$ cat config.mk
export PLATFORM = sky130hd
export DESIGN_NAME = interp_fir
export DESIGN_NICKNAME = d
export VERILOG_FILES = /design/src/rtl/interp_fir.sv
export SDC_FILE = /design/constraint.sdc
export NUM_CORES = 2
export LEC_CHECK = 0
export ABC_CLOCK_PERIOD_IN_PS = 25600
export BUFFER_PORTS_ARGS = -buffer_cell sky130_fd_sc_hd__buf_4
export CORE_ASPECT_RATIO = 0.5
export CORE_MARGIN = 2
export CORE_UTILIZATION = 67
export DETAILED_ROUTE_END_ITERATION = 8
export PLACE_DENSITY = 0.85
export RECOVER_POWER = 50
export SYNTH_ARGS = -nofsm -noshare
export SYNTH_HDL_FRONTEND = slang
export SYNTH_SLANG_ARGS = --single-unit
$ cat constraint.sdc
create_clock -name clk -period 25.6 [get_ports clk]
set_clock_uncertainty 0.05 [all_clocks]
set_input_delay 5.12 -clock clk [delete_from_list [all_inputs] [get_ports clk]]
set_output_delay 5.12 -clock clk [all_outputs]
set_load 0.05 [all_outputs]
$ cat src/rtl/interp_fir.sv
// Serial-MAC FIR for the interpolation path: one tap per cycle over a NTAPS-deep
// delay line, with rounded and saturated Q1.15 output and a sticky overrun flag.
module interp_fir #(
    parameter int NTAPS = 16,
    parameter int ACC_W = 36
) (
    input  logic               clk,
    input  logic               rst_n,
    input  logic signed [15:0] audio_in,
    input  logic               valid_in,
    output logic               ready,
    input  logic               coef_we,
    input  logic [3:0]         coef_addr,
    input  logic signed [15:0] coef_data,
    input  logic               clr_ovr,
    output logic signed [15:0] audio_out,
    output logic               valid_out,
    output logic               overrun,
    output logic [1:0]         dbg_state
);

    localparam int KW = (NTAPS > 1) ? $clog2(NTAPS) : 1;
    localparam logic [KW-1:0] K_LAST = KW'(NTAPS - 1);
    localparam logic signed [ACC_W-1:0] MAX_V = ACC_W'(32767);
    localparam logic signed [ACC_W-1:0] MIN_V = ACC_W'(-32768);
    localparam logic signed [ACC_W-1:0] HALF = ACC_W'(16384);

    typedef enum logic [1:0] {
        IDLE = 2'd0,
        MAC  = 2'd1,
        DONE = 2'd2
    } state_t;

    state_t state_q, state_d;

    logic signed [15:0]      x_q [NTAPS];
    logic signed [15:0]      c_q [NTAPS];
    logic signed [ACC_W-1:0] acc_q;
    logic [KW-1:0]           k_q;
    logic                    out_pend_q;

    logic                    accept;
    logic                    drop;
    logic signed [31:0]      prod;
    logic signed [ACC_W-1:0] rnd;
    logic signed [ACC_W-1:0] shifted;
    logic signed [15:0]      sat;

    // Handshake: a sample is taken on any edge where valid_in=1 and ready=1;
    // valid_in while ready=0 is dropped and flagged, never stalled.
    assign ready     = (state_q == IDLE);
    assign accept    = valid_in && ready;
    assign drop      = valid_in && !ready;
    assign dbg_state = state_q;

    always_comb begin
        state_d = state_q;
        case (state_q)
            IDLE:    if (valid_in) state_d = MAC;
            MAC:     if (k_q == K_LAST) state_d = DONE;
            DONE:    state_d = IDLE;
            default: state_d = IDLE;
        endcase
    end

    always_ff @(posedge clk or negedge rst_n) begin
        if (!rst_n) state_q <= IDLE;
        else        state_q <= state_d;
    end

    assign prod = x_q[k_q] * c_q[k_q];

    always_ff @(posedge clk or negedge rst_n) begin
        if (!rst_n) begin
            for (int i = 0; i < NTAPS; i++) begin
                x_q[i] <= '0;
                c_q[i] <= (i == 0) ? 16'sh7FFF : 16'sh0000;
            end
            acc_q <= '0;
            k_q   <= '0;
        end else begin
            if (accept) begin
                x_q[0] <= audio_in;
                for (int i = 1; i < NTAPS; i++) x_q[i] <= x_q[i-1];
                acc_q <= '0;
                k_q   <= '0;
            end else if (state_q == MAC) begin
                acc_q <= acc_q + {{(ACC_W-32){prod[31]}}, prod};
                k_q   <= k_q + 1'b1;
            end
            // Writes land only while idle so a running sum never mixes old and new taps.
            if (coef_we && ready && (int'(coef_addr) < NTAPS)) c_q[coef_addr] <= coef_data;
        end
    end

    assign rnd     = acc_q + HALF;
    assign shifted = rnd >>> 15;
    always_comb begin
        sat = shifted[15:0];
        if (shifted > MAX_V)      sat = 16'sh7FFF;
        else if (shifted < MIN_V) sat = 16'sh8000;
    end

    // Result leaves one edge after DONE; acc is stable until the next accept.
    always_ff @(posedge clk or negedge rst_n) begin
        if (!rst_n) begin
            out_pend_q <= 1'b0;
            audio_out  <= '0;
            valid_out  <= 1'b0;
            overrun    <= 1'b0;
        end else begin
            out_pend_q <= (state_q == DONE);
            valid_out  <= out_pend_q;
            if (out_pend_q) audio_out <= sat;
            if (drop)         overrun <= 1'b1;
            else if (clr_ovr) overrun <= 1'b0;
        end
    end

endmodule

==> flow_metrics.py <==
metrics = {
    "run_status": {
        "outcome": "complete, but fails checks",
        "failed_checks": "max-capacitance violations, max-slew violations",
    },
    "layout": {
        "design_area_mm2": 0.04011,
        "area.growth.synth_to_final_pct": 7.282,
        "final_nets": 3960,
        "post_route_cells_drive_above_1_share_pct": 17.89,
        "num-fill-cells": 3532,
        "finalNonFillerCells": 4336,
    },
    "global_routing": {
        "grt_antenna_before_repair": 4,
        "wire_length_of_the_first_global_routing_pass_mm": 143.7,
        "first_global_vias": 26858,
        "grt_util_all_layers_pct": 31.90,
        "grt_start_max_net_pins": 178,
        "grt_overflow_total": 0,
    },
    "critical_path": {
        "worstPathMaxFanout": 164,
        "critPathMostFrequentCell": "sky130_fd_sc_hd__clkbuf_1",
        "worstSetupPathDepth": 2,
        "cp_endpoint_kind": "asynchronous set/reset pin",
        "ff2ff_path_depth": 38,
        "reg2reg_from": "k_q[0]",
        "critical_path.slowest_cell": "sky130_fd_sc_hd__clkbuf_1",
        "critical-path-max-stage-delay_ns": 5.97,
        "timing.critical_path.from": "rst_n",
        "worstReg2RegEnd": "acc_q[35]",
        "critical_path.startpoint_type": "primary input",
        "arrival_time_worst_endpoint_ns": 13.80,
        "critical_path.endpoint": "k_q[2]",
        "critical_path.n_buffers_inverters": 2,
        "worst_path_cell_trace": "clkbuf_1, clkbuf_1",
        "data_required_time_at_the_worst_endpoint_ns": 22.90,
        "path_class": "primary input to asynchronous set/reset pin",
        "timing.critical_path.max_delay_family": "buffers and inverters",
        "r2r_slack_ns": 9.75,
    },
    "clock_tree": {
        "insertion_delay_ns": 0.61,
        "hold_bufs_at_cts": 0,
        "clock_tree.htree_level_count": 2,
        "post-cts-setup-buffers": 0,
        "cts-resized-gates": 0,
        "cts.reportedPaths.clkPinSlew_ns": 0.07,
        "tritoncts_clock_tree": "done",
        "number_of_buffers_created_by_cts": 49,
        "clk_path_buf_depth": 3,
        "clock-sinks": 573,
        "clockRootBuffer": "sky130_fd_sc_hd__clkbuf_16",
    },
    "timing": {
        "timing.setup.tns_ns": 0,
        "final_hold_violating_endpoints": 0,
        "finalCriticalPeriod_ns": 16.50,
        "finalSetupViolCount": 0,
        "drv_slew": 848,
        "period_share_pct": 64.47,
        "rsz0062_at_grt": "no",
        "max-slew-margin-rel_pct": -493.1,
        "maxClockFrequency_mhz": 60.59,
        "worst_slew_pin_slew_ns": 8.897,
    },
    "logic_synthesis": {
        "post-synth-top-area-fraction_pct": 37.34,
        "post_synth_mux_area_share_pct": 17.33,
        "post_synth_instance_area_mm2": 0.03739,
        "synthArstFlopShare_pct": 100.0,
        "ys_dominant_reg_cell": "sky130_fd_sc_hd__dfrtp_1",
        "synth_top_cells_by_count": "932 x sky130_fd_sc_hd__nand2_1, 558 x sky130_fd_sc_hd__dfrtp_1, 334 x sky130_fd_sc_hd__inv_1, 267 x sky130_fd_sc_hd__mux2_2, 263 x sky130_fd_sc_hd__fa_1",
        "ys_types": 81,
        "synth_enable_flop_cells": 0,
        "yosys.area_share.xor_xnor_pct": 1.687,
        "yosys_register_bits": 573,
        "cell_accounting_for_the_most_synthesized_area": "sky130_fd_sc_hd__dfrtp_1",
        "synth-warning-count": 0,
        "synthesized_area_fraction_occupied_by_ao_oa_aoi_and_oai_cells_pct": 4.772,
        "post_synth_and_or_nand_nor_area_fraction_pct": 14.43,
        "seq_area_frac_synth_pct": 38.40,
        "adder_cell_share_of_the_synthesized_area_pct": 18.06,
        "postSynthNetCount": 3984,
        "avgSynthCellArea_um2": 10.50,
        "synth_area_leaders": "sky130_fd_sc_hd__dfrtp_1 37%, sky130_fd_sc_hd__fa_1 14%, sky130_fd_sc_hd__nand2_1 9.4%, sky130_fd_sc_hd__mux4_2 8.3%, sky130_fd_sc_hd__mux2_2 8.0%",
        "synth_most_common_cell": "sky130_fd_sc_hd__nand2_1",
        "combinational_family_with_the_most_area_after_synthesis": "adder cells",
        "netlist_instances": 3561,
    },
    "floorplanning": {
        "die_y_um": 171.0,
        "rows": 61,
        "die-width_um": 338.1,
        "io_pins": 62,
        "design.core.area_mm2": 0.05533,
        "fp.dieArea_mm2": 0.05783,
        "initial_utilization_pct": 67.57,
    },
    "routing": {
        "drt_iter0_drc": 2718,
        "detailroute.via_count": 26309,
        "route.detailed.vias_per_inst": 6.068,
        "wirelength_mm": 89.05,
        "wl_met3_mm": 7.429,
        "post_drt_wl_per_cell_um": 20.54,
        "dr.max_layer_used": "met5",
        "wl_met2_mm": 42.16,
        "detail_route.drc_violations": 0,
        "met1Wirelength_mm": 36.45,
        "dr.pass1.iters": 6,
        "count_of_antenna_violating_nets_left_after_detailed_routing": 0,
    },
    "placed_design": {
        "dpl_cell_area_mm2": 0.03843,
        "total_instance_count_after_detailed_placement": 4242,
        "place_hpwl_mm": 59.81,
        "port_buffers": 61,
        "gp_congestion": 1.013,
    },
    "hold_path": {
        "hold_start": "x_q[9]",
        "worst_hold_path_type": "flip-flop to flip-flop",
    },
    "flow_run": {
        "maxCapViolations": 9,
    },
}
## final cells by class
class	count	area (µm²)	share of cell area, %
Clock inverter	24	371.6	0.9264
Timing Repair Buffer	100	713.2	1.778
Tap cell	756	945.9	2.358
Clock buffer	68	1428	3.559
Multi-Input combinational cell	2476	21020	52.40
Sequential cell	573	14370	35.81
Antenna cell	2	5.005	0.01248
Inverter	337	1265	3.153
## layout by cell type (no fill, tap or decap), types with 43 or more instances in the layout
cell type and instances:
sky130_fd_sc_hd__mux4_2 138, sky130_fd_sc_hd__ha_1 119, sky130_fd_sc_hd__nor2_1 196, sky130_fd_sc_hd__nand3_1 47, sky130_fd_sc_hd__o21ai_0 45, sky130_fd_sc_hd__a21oi_1 60
sky130_fd_sc_hd__buf_4 89, sky130_fd_sc_hd__nand2_1 932, sky130_fd_sc_hd__fa_1 263, sky130_fd_sc_hd__mux2_2 267, sky130_fd_sc_hd__clkbuf_16 49, sky130_fd_sc_hd__xnor2_1 43
sky130_fd_sc_hd__dfrtp_1 555, sky130_fd_sc_hd__inv_1 334
## stage by stage
step	utilization [%]	worst slack, ns	hold slack (ns)
floorplan	-	16.23	0.3906
global route	72.49	6.587	0.4417
detailed placement	69.46	13.27	0.4103
CTS	72.71	13.22	0.4271
global placement	69.46	13.50	0.4020
finish	72.49	9.095	0.4244
## worst min path at each step
stage               cells after the start       to
floorplan                               2   x_q[0]
global placement                        2  x_q[15]
detailed placement                      2   x_q[0]
CTS                                     2   x_q[0]
global route                            2  x_q[15]
finish                                  2   x_q[9]
## worst min-delay path, cell delays in order (launching register included)
cell and delay (ns):
sky130_fd_sc_hd__dfrtp_1 0.34, sky130_fd_sc_hd__nand2_1 0.05, sky130_fd_sc_hd__nand2_1 0.06
## registers in the layout, indices dropped and copies added, names as in the netlist
signal	flops
acc_q	36
overrun	1
k_q	4
dbg_state	2
x_q	256
c_q	256
audio_out	16
valid_out	1
out_pend_q	1
## logic make-up after synthesis
family	Yosys count
flip-flops	573
XOR/XNOR	72
AO/OA/AOI/OAI	264
AND/OR/NAND/NOR	1318
adder cells (fa/ha/maj)	382
buffers and inverters	512
multiplexers	440
## per-layer routing
layer	global-route usage, %	vias up
met5	0	-
met4	11.75	4
met3	5.860	216
met2	50.69	1135
met1	44.64	13371
li1	-	11583
Power is left out: the tool's default activity adds up to more than one toggle a clock period on the data nets, which glitch-free logic cannot reach.
